===== src/rtl/seq_restoring_divider.sv =====
// Iterative restoring divider: one quotient bit per clock via trial subtraction.
// Optional signed mode is enabled by defining DIV_SIGNED_EN (adds is_signed port and a FIX state).
module seq_restoring_divider #(
  parameter int WIDTH = 8
) (
  input  logic             clk,
  input  logic             rst_n,
  input  logic             start,
  input  logic [WIDTH-1:0] dividend,
  input  logic [WIDTH-1:0] divisor,
`ifdef DIV_SIGNED_EN
  input  logic             is_signed,
`endif
  output logic             busy,
  output logic             done,
  output logic [WIDTH-1:0] quotient,
  output logic [WIDTH-1:0] remainder,
  output logic             div_zero
);

  localparam int CW = $clog2(WIDTH + 1);

  typedef enum logic [1:0] {IDLE, CALC, FIX, DONE} state_t;

  state_t           state;
  logic [WIDTH-1:0] rem_reg;
  logic [WIDTH-1:0] quo_reg;
  logic [WIDTH-1:0] div_reg;
  logic [CW-1:0]    cnt;
  logic             zero_flag;

  logic [WIDTH:0]   shifted_rem;
  logic [WIDTH:0]   trial;
  logic [WIDTH-1:0] dvd_cap;
  logic [WIDTH-1:0] dsr_cap;

  // Remainder is kept one bit wider during the trial so a shifted value >= 2^WIDTH is not lost
  assign shifted_rem = {rem_reg, quo_reg[WIDTH-1]};
  assign trial       = shifted_rem - {1'b0, div_reg};

`ifdef DIV_SIGNED_EN
  logic             dvd_neg;
  logic             dsr_neg;
  logic             signed_reg;
  logic             q_neg;
  logic             r_neg;
  logic [WIDTH-1:0] raw_dvd;

  assign dvd_neg = is_signed & dividend[WIDTH-1];
  assign dsr_neg = is_signed & divisor[WIDTH-1];
  assign dvd_cap = dvd_neg ? (~dividend + 1'b1) : dividend;
  assign dsr_cap = dsr_neg ? (~divisor + 1'b1) : divisor;
`else
  assign dvd_cap = dividend;
  assign dsr_cap = divisor;
`endif

  // Main control FSM; all outputs are registered here
  always_ff @(posedge clk or negedge rst_n) begin
    if (!rst_n) begin
      state     <= IDLE;
      rem_reg   <= '0;
      quo_reg   <= '0;
      div_reg   <= '0;
      cnt       <= '0;
      zero_flag <= 1'b0;
      busy      <= 1'b0;
      done      <= 1'b0;
      quotient  <= '0;
      remainder <= '0;
      div_zero  <= 1'b0;
`ifdef DIV_SIGNED_EN
      signed_reg <= 1'b0;
      q_neg      <= 1'b0;
      r_neg      <= 1'b0;
      raw_dvd    <= '0;
`endif
    end else begin
      case (state)
        IDLE: begin
          done <= 1'b0;
          if (start) begin
            rem_reg   <= '0;
            quo_reg   <= dvd_cap;
            div_reg   <= dsr_cap;
            cnt       <= CW'(WIDTH);
            zero_flag <= (divisor == '0);
            busy      <= 1'b1;
            state     <= CALC;
`ifdef DIV_SIGNED_EN
            signed_reg <= is_signed;
            q_neg      <= dvd_neg ^ dsr_neg;
            r_neg      <= dvd_neg;
            raw_dvd    <= dividend;
`endif
          end
        end
        CALC: begin
          rem_reg <= trial[WIDTH] ? shifted_rem[WIDTH-1:0] : trial[WIDTH-1:0];
          quo_reg <= {quo_reg[WIDTH-2:0], ~trial[WIDTH]};
          cnt     <= cnt - CW'(1);
          if (cnt == CW'(1)) begin
`ifdef DIV_SIGNED_EN
            state <= FIX;
`else
            state <= DONE;
`endif
          end
        end
`ifdef DIV_SIGNED_EN
        // Divide-by-zero bypasses sign correction so the raw dividend and all-ones quotient survive
        FIX: begin
          if (zero_flag) begin
            rem_reg <= raw_dvd;
          end else if (signed_reg) begin
            if (q_neg) quo_reg <= ~quo_reg + 1'b1;
            if (r_neg) rem_reg <= ~rem_reg + 1'b1;
          end
          state <= DONE;
        end
`endif
        DONE: begin
          quotient  <= quo_reg;
          remainder <= rem_reg;
          div_zero  <= zero_flag;
          done      <= 1'b1;
          busy      <= 1'b0;
          state     <= IDLE;
        end
        default: state <= IDLE;
      endcase
    end
  end

endmodule


===== config.mk =====
export PLATFORM = sky130hd
export DESIGN_NAME = seq_restoring_divider
export DESIGN_NICKNAME = d
export VERILOG_FILES = /design/src/rtl/seq_restoring_divider.sv
export SDC_FILE = /design/constraint.sdc
export NUM_CORES = 1
export LEC_CHECK = 0
export CAP_MARGIN = 20
export CORE_ASPECT_RATIO = 0.75
export CORE_UTILIZATION = 50
export DETAILED_ROUTE_END_ITERATION = 7
export DONT_BUFFER_PORTS = 1
export HOLD_SLACK_MARGIN = 0.1
export PLACE_DENSITY = 0.75
export REMOVE_ABC_BUFFERS = 1
export SYNTH_ARGS = -nofsm -noshare
export SYNTH_HDL_FRONTEND = slang
export SYNTH_SLANG_ARGS = --single-unit

===== constraint.sdc =====
create_clock -name clk -period 2.5 [get_ports clk]
set_input_delay 0.5 -clock clk [delete_from_list [all_inputs] [get_ports clk]]
set_output_delay 0.5 -clock clk [all_outputs]
set_load 0.01 [all_outputs]

* Yosys cells after proc, flatten, opt, wreduce, memory -nomap -nowiden
Index checks and enable logic that the tools add are counted.
** Storage, ports and cells
- Register bits :: 50
- Bits in read-only memories :: 0
- Memory bits (writable) :: 0
- Output and inout port bits :: 19
- Word-level logic and storage cells :: 40
- Memories kept :: 0
- Bits of input ports :: 19
- Bits in latches :: 0
** Cells by class
- Bitwise gates (word level) :: 1
- $lt $le $gt $ge :: 0
- Add/subtract/negate cells :: 2
- Shift operators :: 0
- Divide/modulo/power cells :: 0
- Reduce and logical (&&, ||, !) cells :: 8
- Multiplexer cells :: 13
- Eq/ne operators :: 5
- Multipliers :: 0
** Operators by type and width (number)
- one-hot mux 8 bit (2 select lines) :: 2
- two-way mux 8 bit :: 3
- subtractor 9 x 8 -> 9 bit :: 1
- logical NOT 8 bit :: 1
- one-hot mux 4 bit (2 select lines) :: 1
- AND reduction 2 bit :: 4
- equality test 4 x 1 -> 1 bit (second input constant) :: 1
- two-way mux 2 bit :: 2
- two-way mux 4 bit :: 1
- != test 2 bit (second input constant) :: 2
- one-hot mux 1 bit (2 select lines) :: 2
- one-hot mux 2 bit (2 select lines) :: 1
- nonzero test 2 bit :: 2
- subtractor 4 x 1 -> 4 bit (second input constant) :: 1
- equality test 2 x 1 -> 1 bit (second input constant) :: 1
- equality test 2 bit (second input constant) :: 1
- logical NOT 2 bit :: 1
- two-way mux 1 bit :: 1
- inverter 1 bit :: 1

* Depth between registers and ports, before layout
Gate-level depths: netlist (run 1).
- Depth in word-level cells :: 3
- Gate-level depth with buffers :: 10
- Mapped depth without buffers :: 9

* Worst setup path after synthesis (run 1)
Ideal clock, no wire load.
- Path kind :: flip-flop to flip-flop
- Start :: reg quo_reg[7]
- End :: reg rem_reg[1]
- Clock period less this slack :: 2253 ps
- Data arrival time :: 2132 ps
- Buffers on the path :: 1
- Setup time :: 121 ps
- Required time :: 2379 ps
- Slack :: 247 ps
- Cell stages (with the launch flop) :: 11
- Cell sequence :: dfrtp_1 > inv_1 > ha_1 > fa_1 > nand2b_1 > a211oi_2 > mux2i_1 > and3_4 > buf_6 > mux2i_1 > a22o_1
** On the way
- Word-level cells in the longest chain between the ends :: 3
** Ends and longest elaborated chain
- start, declared :: RTL line 27 : logic [WIDTH-1:0] quo_reg;
- start signal, assigned :: RTL line 84 : quo_reg <= dvd_cap;
- start signal, assigned :: RTL line 100 : quo_reg <= {quo_reg[WIDTH-2:0], ~trial[WIDTH]};
- subtractor 9 x 8 -> 9 bit :: RTL line 39 : assign trial = shifted_rem - {1'b0, div_reg};
- two-way mux 8 bit :: RTL line 99 : rem_reg <= trial[WIDTH] ? shifted_rem[WIDTH-1:0] : trial[WIDTH-1:0];
- one-hot mux 8 bit (2 select lines) :: RTL line 79 : case (state)
- end signal, assigned :: RTL line 99
- end, declared :: RTL line 26 : logic [WIDTH-1:0] rem_reg;
Every way passes these cells.
A chain may end at the register's enable or synchronous reset.

* Worst setup path in the final report (run 1)
Same ends and word-level chain as after synthesis.

==> flow_metrics.env, run 1 <==
export IMPL_status="complete, but fails checks"
export IMPL_violations="DRC"
export IMPL_hold_ws_ns=0.340
export IMPL_leakage_nw=1.35
export IMPL_timing_hold_violations_final=0
export IMPL_period_minus_slack_ns=2.44
export IMPL_powerDensity_nw_per_um2=1480
export IMPL_crit_type="flip-flop to flip-flop"
export IMPL_cp_startpoint="quo_reg[7]$_DFFE_PN0P_"
export IMPL_die_height_um=63.9
export IMPL_hpwl_um=3320
export IMPL_route_vias_total=1730
export IMPL_io_pins=38
export IMPL_combPwrFrac=0.498
export IMPL_max_stage_delay_ns=0.39
export IMPL_grt_ovfl_total=0
export IMPL_end_kind="flip-flop"
export IMPL_critPathMostFrequentCell="mux2i_1"
export IMPL_worst_pin_slew_ns=0.414
export IMPL_clkTransAtPathRegs_ns=0.10
export IMPL_vdd_drop_max_mv=0.745
export IMPL_pwr_share_seq=0.357
export IMPL_post_synth_top_count_cell="dfrtp_1"
export IMPL_final_max_slew_viol_count=0
export IMPL_finish_utilization=0.578
export IMPL_hp_class="input port to flip-flop"
export IMPL_arrival_ns=2.69
export IMPL_switching_share=0.404
export IMPL_grt_pass1_wl_um=8340
export IMPL_cts_root_buffer="clkbuf_8"
export IMPL_synth_avg_cell_area_um2=11.2
export IMPL_clk_latency_ns=0.30
export IMPL_synth_largest_area_cell="dfrtp_1"
export IMPL_critical_path_top_delay_family="adder cells"
export IMPL_dr_pass1_iters=6
export IMPL_grt_max_degree=51
export IMPL_diodes=0
export IMPL_synth_cell_types=39
export IMPL_vias_per_cell=5.77
export IMPL_synth_commonest_cells="dfrtp_1 (50), mux2_2 (28), nand2_1 (24), o21ai_0 (22), inv_1 (16)"
export IMPL_nNetsFinal=272
export IMPL_pwr_share_clk=0.145
export IMPL_synth_ff_type="dfrtp_1"
export IMPL_yosysWarnings=0
export IMPL_netlist_area_um2=2550
export IMPL_synth_top_area_frac=0.490
export IMPL_async_flop_share=1.00
export IMPL_crit_fanout=5
export IMPL_cts_buffers=5
export IMPL_clockBufferDepth=2
export IMPL_max_freq_ghz=0.409
export IMPL_synthCells=228
export IMPL_area_growth_pct=10.8
export IMPL_die_x_um=84.5
export IMPL_synth_edf_count=0
export IMPL_drc=2
export IMPL_crit_slowest_cell="dfrtp_1"
export IMPL_synth_area_leaders="dfrtp_1 (49%), mux2_2 (12%), ha_1 (6.4%)"
export IMPL_grt_antenna_before_repair=0
export IMPL_first_iter_violations=80
export IMPL_dieArea_um2=5400
export IMPL_wirelength_um=4920
export IMPL_ys_seq_area_frac=0.490
export IMPL_skew_ns=0.0118
export IMPL_grt_pass1_vias=1789
export IMPL_portBuffers=0
export IMPL_detail_route_wl_per_cell_um=16.4
export IMPL_path_buf_inv=1
export IMPL_cts_sinks=50
export IMPL_rsz0062_at_grt="true"
export IMPL_antenna_left=0
export IMPL_coreArea_um2=4900
export IMPL_relSlewSlack=0.724
export IMPL_cap_viol_max_count=0
export IMPL_fin_crit_sh=0.978
export IMPL_cts_tree="done"
export IMPL_htreeDepth=2
export IMPL_p_sw_mw=1.69
export IMPL_path_cells="inv_2 > ha_4 > fa_2 > nand2b_4 > a211oi_2 > mux2i_1 > and3_4 > mux2i_1 > a22o_1"
export IMPL_track_usage=0.195
export IMPL_gp_congestion=0.829
export IMPL_drive_gt1_frac=0.229
export IMPL_crit_required_ns=2.74
export IMPL_worstHoldStart="divisor[5]"
export IMPL_critPathLaunchType="flip-flop"
export IMPL_r2r_start="quo_reg[7]$_DFFE_PN0P_"
export IMPL_initial_core_util=0.521
export IMPL_finalSetupViolations=0
export IMPL_synth_seq_cells=50
export IMPL_p_int_mw=2.49
export IMPL_rows=22
[cell usage in the layout (no fill, tap or decap), types with 2 or more instances in the layout]
cell / n
a22o_1: 3
xor2_1: 3
mux2_2: 28
clkbuf_8: 6
or4_1: 2
a21oi_1: 6
and3_4: 2
nor4_1: 2
ha_1: 12
buf_4: 8
nand2b_1: 2
dfrtp_1: 50
inv_1: 15
mux2i_1: 14
a21o_1: 2
o21ai_0: 22
nor2_1: 6
nor3_1: 2
nand2_1: 24
nand3_1: 6
[cells by family (layout without fill, tap and decap cells)]
group                      after synthesis  after routing  synth area share
and+or+nand+nor                         52             53             0.100
DFF                                     50             50             0.490
adders and majority gates               14             14            0.0715
buffers and inverters                   23             34            0.0436
xor gates and xnor gates                 4              4            0.0137
muxes                                   42             42             0.178
AOI/OAI and AO/OA                       43             43             0.103
[worst reg2reg max path, cell delays in order (launching register included)]
cell      delay [ns]
dfrtp_1         0.39
inv_2           0.06
ha_4            0.16
fa_2            0.39
nand2b_4        0.16
a211oi_2        0.23
mux2i_1         0.32
and3_4          0.29
mux2i_1         0.23
a22o_1          0.15
[layer usage]
layer	vias to the layer above	wire, µm	GRT usage
met1	846	2370	0.266
met3	4	307	0.0543
met2	51	2220	0.315
li1	829	-	-
met5	-	0	0
met4	0	19	0.0403
[worst paths after layout]
path | to | slack [ns] | cells past startpoint
setup / recovery | rem_reg[1]$_DFFE_PN0P_ | 0.06 | 9
hold / removal | div_reg[5]$_DFFE_PN0P_ | 0.34 | 1
setup reg to reg | rem_reg[1]$_DFFE_PN0P_ | 0.06 | 9
hold reg to reg | zero_flag$_DFFE_PN0P_ | 0.48 | 2
max in group asynchronous | quo_reg[0]$_DFFE_PN0P_ | 1.54 | 2
min in group asynchronous | div_reg[4]$_DFFE_PN0P_ | 0.74 | 2
[cell type report]
cell class / instances / area [µm²]
Sequential cell: 50 / 1250
Timing Repair Buffer: 10 / 97.6
Inverter: 16 / 60.1
Fill cell: 404 / 2070
Clock inverter: 2 / 38.8
Tap cell: 60 / 75.1
Clock buffer: 6 / 82.6
Multi-Input combinational cell: 156 / 1220
[metrics by stage]
step	cells	TNS, ns	area [µm²]	worst slack (ns)	power (mW)
2_1_floorplan	221	0	2500	0.251	2.91
3_3_place_gp	284	0	2600	0.165	3.27
3_5_place_dp	284	0	2600	0.0792	3.35
4_1_cts	294	0	2760	0.0560	3.98
5_1_grt	300	-0.118	2830	-0.0484	4.50
6_report	300	0	2830	0.0558	4.18
[power by group through the flow]
stage	clock [mW]	sequential, mW	combinational [mW]
after global routing	0.643	1.55	2.31
after detailed placement	0	1.50	1.85
after CTS	0.619	1.48	1.88
after global placement	0	1.48	1.79
after floorplan	0	1.41	1.50
final	0.606	1.49	2.08
[timing repair]
item	4_1_cts	5_1_grt
endpoints found under the setup margin	0	7
hold buffers	2	0
gates resized for setup	0	6
setup buffers	0	5
endpoints found under the hold margin	50	0
(Power assumes the default switching activity.)
==> inputs of run 2 (changes only) <==
--- a/config.mk
+++ b/config.mk
@@ -8,6 +8,7 @@
 export CAP_MARGIN = 20
 export CORE_ASPECT_RATIO = 0.75
 export CORE_UTILIZATION = 50
+export CTS_CLUSTER_SIZE = 16
 export DETAILED_ROUTE_END_ITERATION = 7
 export DONT_BUFFER_PORTS = 1
 export HOLD_SLACK_MARGIN = 0.1
==> constraint.sdc (replaced) <==
create_clock -name clk -period 3.2 [get_ports clk]
set_input_delay 0.64 -clock clk [delete_from_list [all_inputs] [get_ports clk]]
set_output_delay 0.64 -clock clk [all_outputs]
set_load 0.01 [all_outputs]
==> flow_metrics.env, run 2 (synthesis results as in run 1) <==
export IMPL_status="complete, but fails checks"
export IMPL_violations="DRC"
export IMPL_grt_pass1_vias=1680
export IMPL_combPwrFrac=0.488
export IMPL_detail_route_wl_per_cell_um=16.2
export IMPL_gp_congestion=0.832
export IMPL_finalSetupViolations=0
export IMPL_switching_share=0.420
export IMPL_wl_met3_um=275
export IMPL_antenna_left=0
export IMPL_crit_required_ns=3.38
export IMPL_max_freq_ghz=0.409
export IMPL_grt_max_degree=51
export IMPL_cts_sinks=50
export IMPL_area_growth_pct=6.42
export IMPL_initial_core_util=0.521
export IMPL_cap_viol_max_count=0
export IMPL_powerDensity_nw_per_um2=1110
export IMPL_relSlewSlack=0.393
export IMPL_hold_ws_ns=0.177
export IMPL_highest_layer="met4"
export IMPL_hpwl_um=3280
export IMPL_nNetsFinal=264
export IMPL_arrival_ns=2.63
export IMPL_tns_ns=0
export IMPL_p_sw_mw=1.27
export IMPL_die_height_um=63.9
export IMPL_die_x_um=84.5
export IMPL_wirelength_um=4740
export IMPL_period_minus_slack_ns=2.44
export IMPL_diodes=0
export IMPL_vias_per_cell=5.74
export IMPL_htreeDepth=2
export IMPL_rsz0062_at_grt="false"
export IMPL_fin_crit_sh=0.764
export IMPL_cts_buffers=5
export IMPL_final_max_slew_viol_count=0
export IMPL_timing_hold_violations_final=0
export IMPL_portBuffers=0
export IMPL_cts_tree="done"
export IMPL_route_vias_total=1676
export IMPL_grt_pass1_wl_um=8110
export IMPL_n_fill_cell=422
export IMPL_cts_root_buffer="clkbuf_8"
export IMPL_first_iter_violations=126
export IMPL_hp_class="input port to asynchronous set/reset pin"
export IMPL_grt_antenna_before_repair=0
export IMPL_track_usage=0.193
export IMPL_grt_ovfl_total=0
export IMPL_dr_pass1_iters=6
export IMPL_reg2reg_to="rem_reg[5]$_DFFE_PN0P_"
export IMPL_drc=2
export IMPL_io_pins=38
export IMPL_drive_gt1_frac=0.190
export IMPL_final_common_cell="dfrtp_1"
export IMPL_clk_latency_ns=0.31
export IMPL_coreArea_um2=4900
export IMPL_vdd_drop_max_mv=0.492
export IMPL_wl_met1_um=2300
export IMPL_r2r_start="quo_reg[7]$_DFFE_PN0P_"
export IMPL_rows=22
export IMPL_clkTransAtPathRegs_ns=0.10
export IMPL_pwr_share_seq=0.382
export IMPL_crit_type="flip-flop to flip-flop"
export IMPL_pwr_share_clk=0.130
export IMPL_final_cell_mix="dfrtp_1 (50), mux2_2 (28), nand2_1 (24)"
export IMPL_end_kind="flip-flop"
export IMPL_multi_input_area_um2=1190
export IMPL_r2r_slack_ns=0.76
export IMPL_crit_fanout=12
export IMPL_clockBufferDepth=2
export IMPL_wl_met2_um=2160
export IMPL_seqCellArea_um2=1250
export IMPL_critPathLaunchType="flip-flop"
export IMPL_reg2reg_depth=9
export IMPL_postCtsSetupRepairBufs=0
export IMPL_skew_ns=0.0136
export IMPL_p_int_mw=1.75
export IMPL_leakage_nw=1.29
export IMPL_worst_pin_slew_ns=0.911
export IMPL_dieArea_um2=5400
## run 2: per-stage QoR
step / worst slack (ns) / power (mW) / area, µm² / util / std cells
6_report: 0.756 / 3.02 / 2720 / 0.555 / 292
5_1_grt: 0.521 / 3.28 / 2720 / 0.555 / 292
4_1_cts: 0.744 / 3.02 / 2720 / 0.555 / 292
3_5_place_dp: 0.772 / 2.61 / 2590 / 0.529 / 283
3_3_place_gp: 0.866 / 2.55 / 2590 / 0.529 / 283
2_1_floorplan: 0.951 / 2.27 / 2500 / - / 221
## run 2: timing repair
| item | CTS | global route |
|---|---|---|
| endpoints found under the hold margin | 50 | 0 |
| hold buffers | 1 | 0 |
| resized for setup | 0 | 0 |
## run 2: how the worst max path moves through the flow
stage | from | to | slack (ns) | cells past startpoint
finish | quo_reg[7]$_DFFE_PN0P_ | rem_reg[5]$_DFFE_PN0P_ | 0.76 | 9
global route | quo_reg[7]$_DFFE_PN0P_ | rem_reg[5]$_DFFE_PN0P_ | 0.52 | 9
CTS | quo_reg[7]$_DFFE_PN0P_ | rem_reg[4]$_DFFE_PN0P_ | 0.74 | 9
detailed placement | quo_reg[7]$_DFFE_PN0P_ | rem_reg[4]$_DFFE_PN0P_ | 0.77 | 9
global placement | quo_reg[7]$_DFFE_PN0P_ | rem_reg[4]$_DFFE_PN0P_ | 0.87 | 9
floorplan | quo_reg[7]$_DFFE_PN0P_ | rem_reg[4]$_DFFE_PN0P_ | 0.95 | 9
## run 2: layout make-up
cell class	count	share of cell area
sequential	50	0.460
multi-input combinational	155	0.438
tap	60	0.0276
clock buffer	5	0.0253
inverter	16	0.0221
timing repair buffer	3	0.0157
clock inverter	3	0.0106
## run 2: power groups by stage
| stage | Sequential [mW] | Combinational [mW] | Clock (mW) |
|---|---|---|---|
| 6_report | 1.15 | 1.47 | 0.393 |
| 5_1_grt | 1.19 | 1.66 | 0.425 |
| 4_1_cts | 1.15 | 1.46 | 0.404 |
| 3_5_place_dp | 1.17 | 1.44 | 0 |
| 3_3_place_gp | 1.16 | 1.39 | 0 |
| 2_1_floorplan | 1.11 | 1.17 | 0 |
## run 2: routing by layer
| metal | vias up | global-route usage |
|---|---|---|
| met5 | - | 0 |
| met4 | 0 | 0.0424 |
| met3 | 2 | 0.0581 |
| met2 | 37 | 0.299 |
| met1 | 825 | 0.269 |
| li1 | 812 | - |
## run 2: critical path, cell delays in order (launching register included)
cell and delay, ns:
dfrtp_1 0.37, inv_1 0.06, ha_1 0.22, fa_1 0.42, nand2b_1 0.20, a211oi_2 0.22
mux2i_1 0.22, and3_4 0.31, mux2i_1 0.21, o21ai_0 0.09
==> inputs of run 3 (changes only) <==
==> constraint.sdc (replaced) <==
create_clock -name clk -period 2.3 [get_ports clk]
set_input_delay 0.46 -clock clk [delete_from_list [all_inputs] [get_ports clk]]
set_output_delay 0.46 -clock clk [all_outputs]
set_load 0.01 [all_outputs]
==> flow_metrics.env, run 3 (synthesis results as in run 1) <==
export IMPL_path_buf_inv=1
export IMPL_skew_ns=0.00647
export IMPL_holdPathStages=1
export IMPL_dieArea_um2=5400
export IMPL_grt_ovfl_total=0
export IMPL_detail_route_wl_per_cell_um=16.5
export IMPL_hold_end="div_reg[2]$_DFFE_PN0P_"
export IMPL_crit_type="flip-flop to flip-flop"
export IMPL_clkTransAtPathRegs_ns=0.09
export IMPL_hp_class="input port to flip-flop"
export IMPL_dr_pass1_iters=6
export IMPL_period_minus_slack_ns=2.30
export IMPL_die_x_um=84.5
export IMPL_die_height_um=63.9
export IMPL_io_pins=38
export IMPL_reg2reg_to="rem_reg[0]$_DFFE_PN0P_"
export IMPL_initial_core_util=0.521
export IMPL_critical_path_top_delay_family="multiplexers"
export IMPL_worst_pin_slew_ns=0.427
export IMPL_diodes=0
export IMPL_path_cells="inv_2 > ha_4 > fa_2 > nand2b_4 > a211oi_2 > mux2i_1 > and3_4 > mux2i_1 > a22o_1"
export IMPL_grt_antenna_before_repair=0
export IMPL_finalSetupViolations=1
export IMPL_finish_utilization=0.586
export IMPL_max_freq_ghz=0.434
export IMPL_grt_pass1_vias=1799
export IMPL_leakage_nw=1.37
export IMPL_arrival_ns=2.55
export IMPL_rows=22
export IMPL_hpwl_um=3300
export IMPL_final_cell_mix="dfrtp_1 (50), mux2_2 (27), nand2_1 (24)"
export IMPL_crit_fanout=6
export IMPL_critPathLaunchType="flip-flop"
export IMPL_wirelength_um=5010
export IMPL_cts_buffers=5
export IMPL_track_usage=0.202
export IMPL_clockBufferDepth=2
export IMPL_area_growth_pct=12.4
export IMPL_fin_crit_sh=1.00
export IMPL_powerDensity_nw_per_um2=1600
export IMPL_cap_viol_max_count=0
export IMPL_portBuffers=0
export IMPL_cts_sinks=50
export IMPL_hold_ws_ns=0.296
export IMPL_crit_slowest_cell="dfrtp_1"
export IMPL_vdd_drop_max_mv=0.683
export IMPL_reg2reg_depth=9
export IMPL_cts_root_buffer="clkbuf_8"
export IMPL_r2r_slack_ns=-0.002
export IMPL_final_common_cell="dfrtp_1"
export IMPL_status="complete, but fails checks"
export IMPL_clk_latency_ns=0.31
export IMPL_critPathMostFrequentCell="mux2i_1"
export IMPL_coreArea_um2=4900
export IMPL_final_max_slew_viol_count=0
export IMPL_cp_depth=9
export IMPL_max_stage_delay_ns=0.37
export IMPL_drc=2
export IMPL_relSlewSlack=0.714
export IMPL_final_cells=304
export IMPL_violations="DRC, setup timing"
export IMPL_antenna_left=0
export IMPL_crit_required_ns=2.55
export IMPL_drive_gt1_frac=0.246
export IMPL_dp_cells=289
export IMPL_setup_slack_ns=-0.00159
export IMPL_r2r_start="quo_reg[7]$_DFFE_PN0P_"
export IMPL_cts_tree="done"
export IMPL_grt_max_degree=51
export IMPL_gp_congestion=0.825
export IMPL_end_kind="flip-flop"
export IMPL_route_vias_total=1752
export IMPL_nNetsFinal=276
export IMPL_vias_per_cell=5.76
export IMPL_htreeDepth=2
export IMPL_worstHoldStart="divisor[2]"
export IMPL_cp_startpoint="quo_reg[7]$_DFFE_PN0P_"
export IMPL_timing_hold_violations_final=0
export IMPL_grt_pass1_wl_um=8450
export IMPL_first_iter_violations=107
export IMPL_rsz0062_at_grt="true"
## run 3: cell type report
type / instances / area (µm²)
clock buffer: 6 / 82.6
timing repair buffer: 14 / 128
clock inverter: 2 / 38.8
sequential: 50 / 1250
inverter: 16 / 60.1
tap: 60 / 75.1
multi-input combinational: 156 / 1230
fill: 410 / 2030
## run 3: metrics by stage
stage | setup TNS (ns) | instance area, µm² | setup WS (ns) | total power, mW
after CTS | 0 | 2850 | 0.00597 | 4.53
final | -0.00159 | 2870 | -0.00159 | 4.60
after global routing | -0.514 | 2870 | -0.0881 | 4.94
after floorplan | 0 | 2500 | 0.0510 | 3.16
after detailed placement | -0.275 | 2640 | -0.0533 | 3.70
after global placement | 0 | 2640 | 0.0103 | 3.62
## run 3: where the power goes
group,total [mW],internal [mW],switching [mW]
Clock,0.659,0.358,0.301
Sequential,1.60,1.26,0.342
Combinational,2.34,1.14,1.20
## run 3: worst max-delay path by stage
| stage | endpoint | slack (ns) |
|---|---|---|
| CTS | rem_reg[4]$_DFFE_PN0P_ | 0.006 |
| floorplan | rem_reg[4]$_DFFE_PN0P_ | 0.05 |
| finish | rem_reg[0]$_DFFE_PN0P_ | -0.002 |
| global route | rem_reg[5]$_DFFE_PN0P_ | -0.09 |
| detailed placement | rem_reg[5]$_DFFE_PN0P_ | -0.05 |
| global placement | rem_reg[4]$_DFFE_PN0P_ | 0.01 |
## run 3: layer usage
layer,share of wire,track usage,vias to the layer above
met5,0,0,-
met4,0.016,0.0720,0
met3,0.054,0.0543,8
met2,0.45,0.303,43
met1,0.48,0.282,858
li1,-,-,843
## run 3: timing repair
item                                    in CTS  in global routing
setup buffers                                2                  2
endpoints found under the hold margin       50                  0
hold buffers                                 2                  0
pin swaps                                    2                  4
resized for setup                            7                  4
endpoints found under the setup margin       7                  9
cloned                                       1                  0
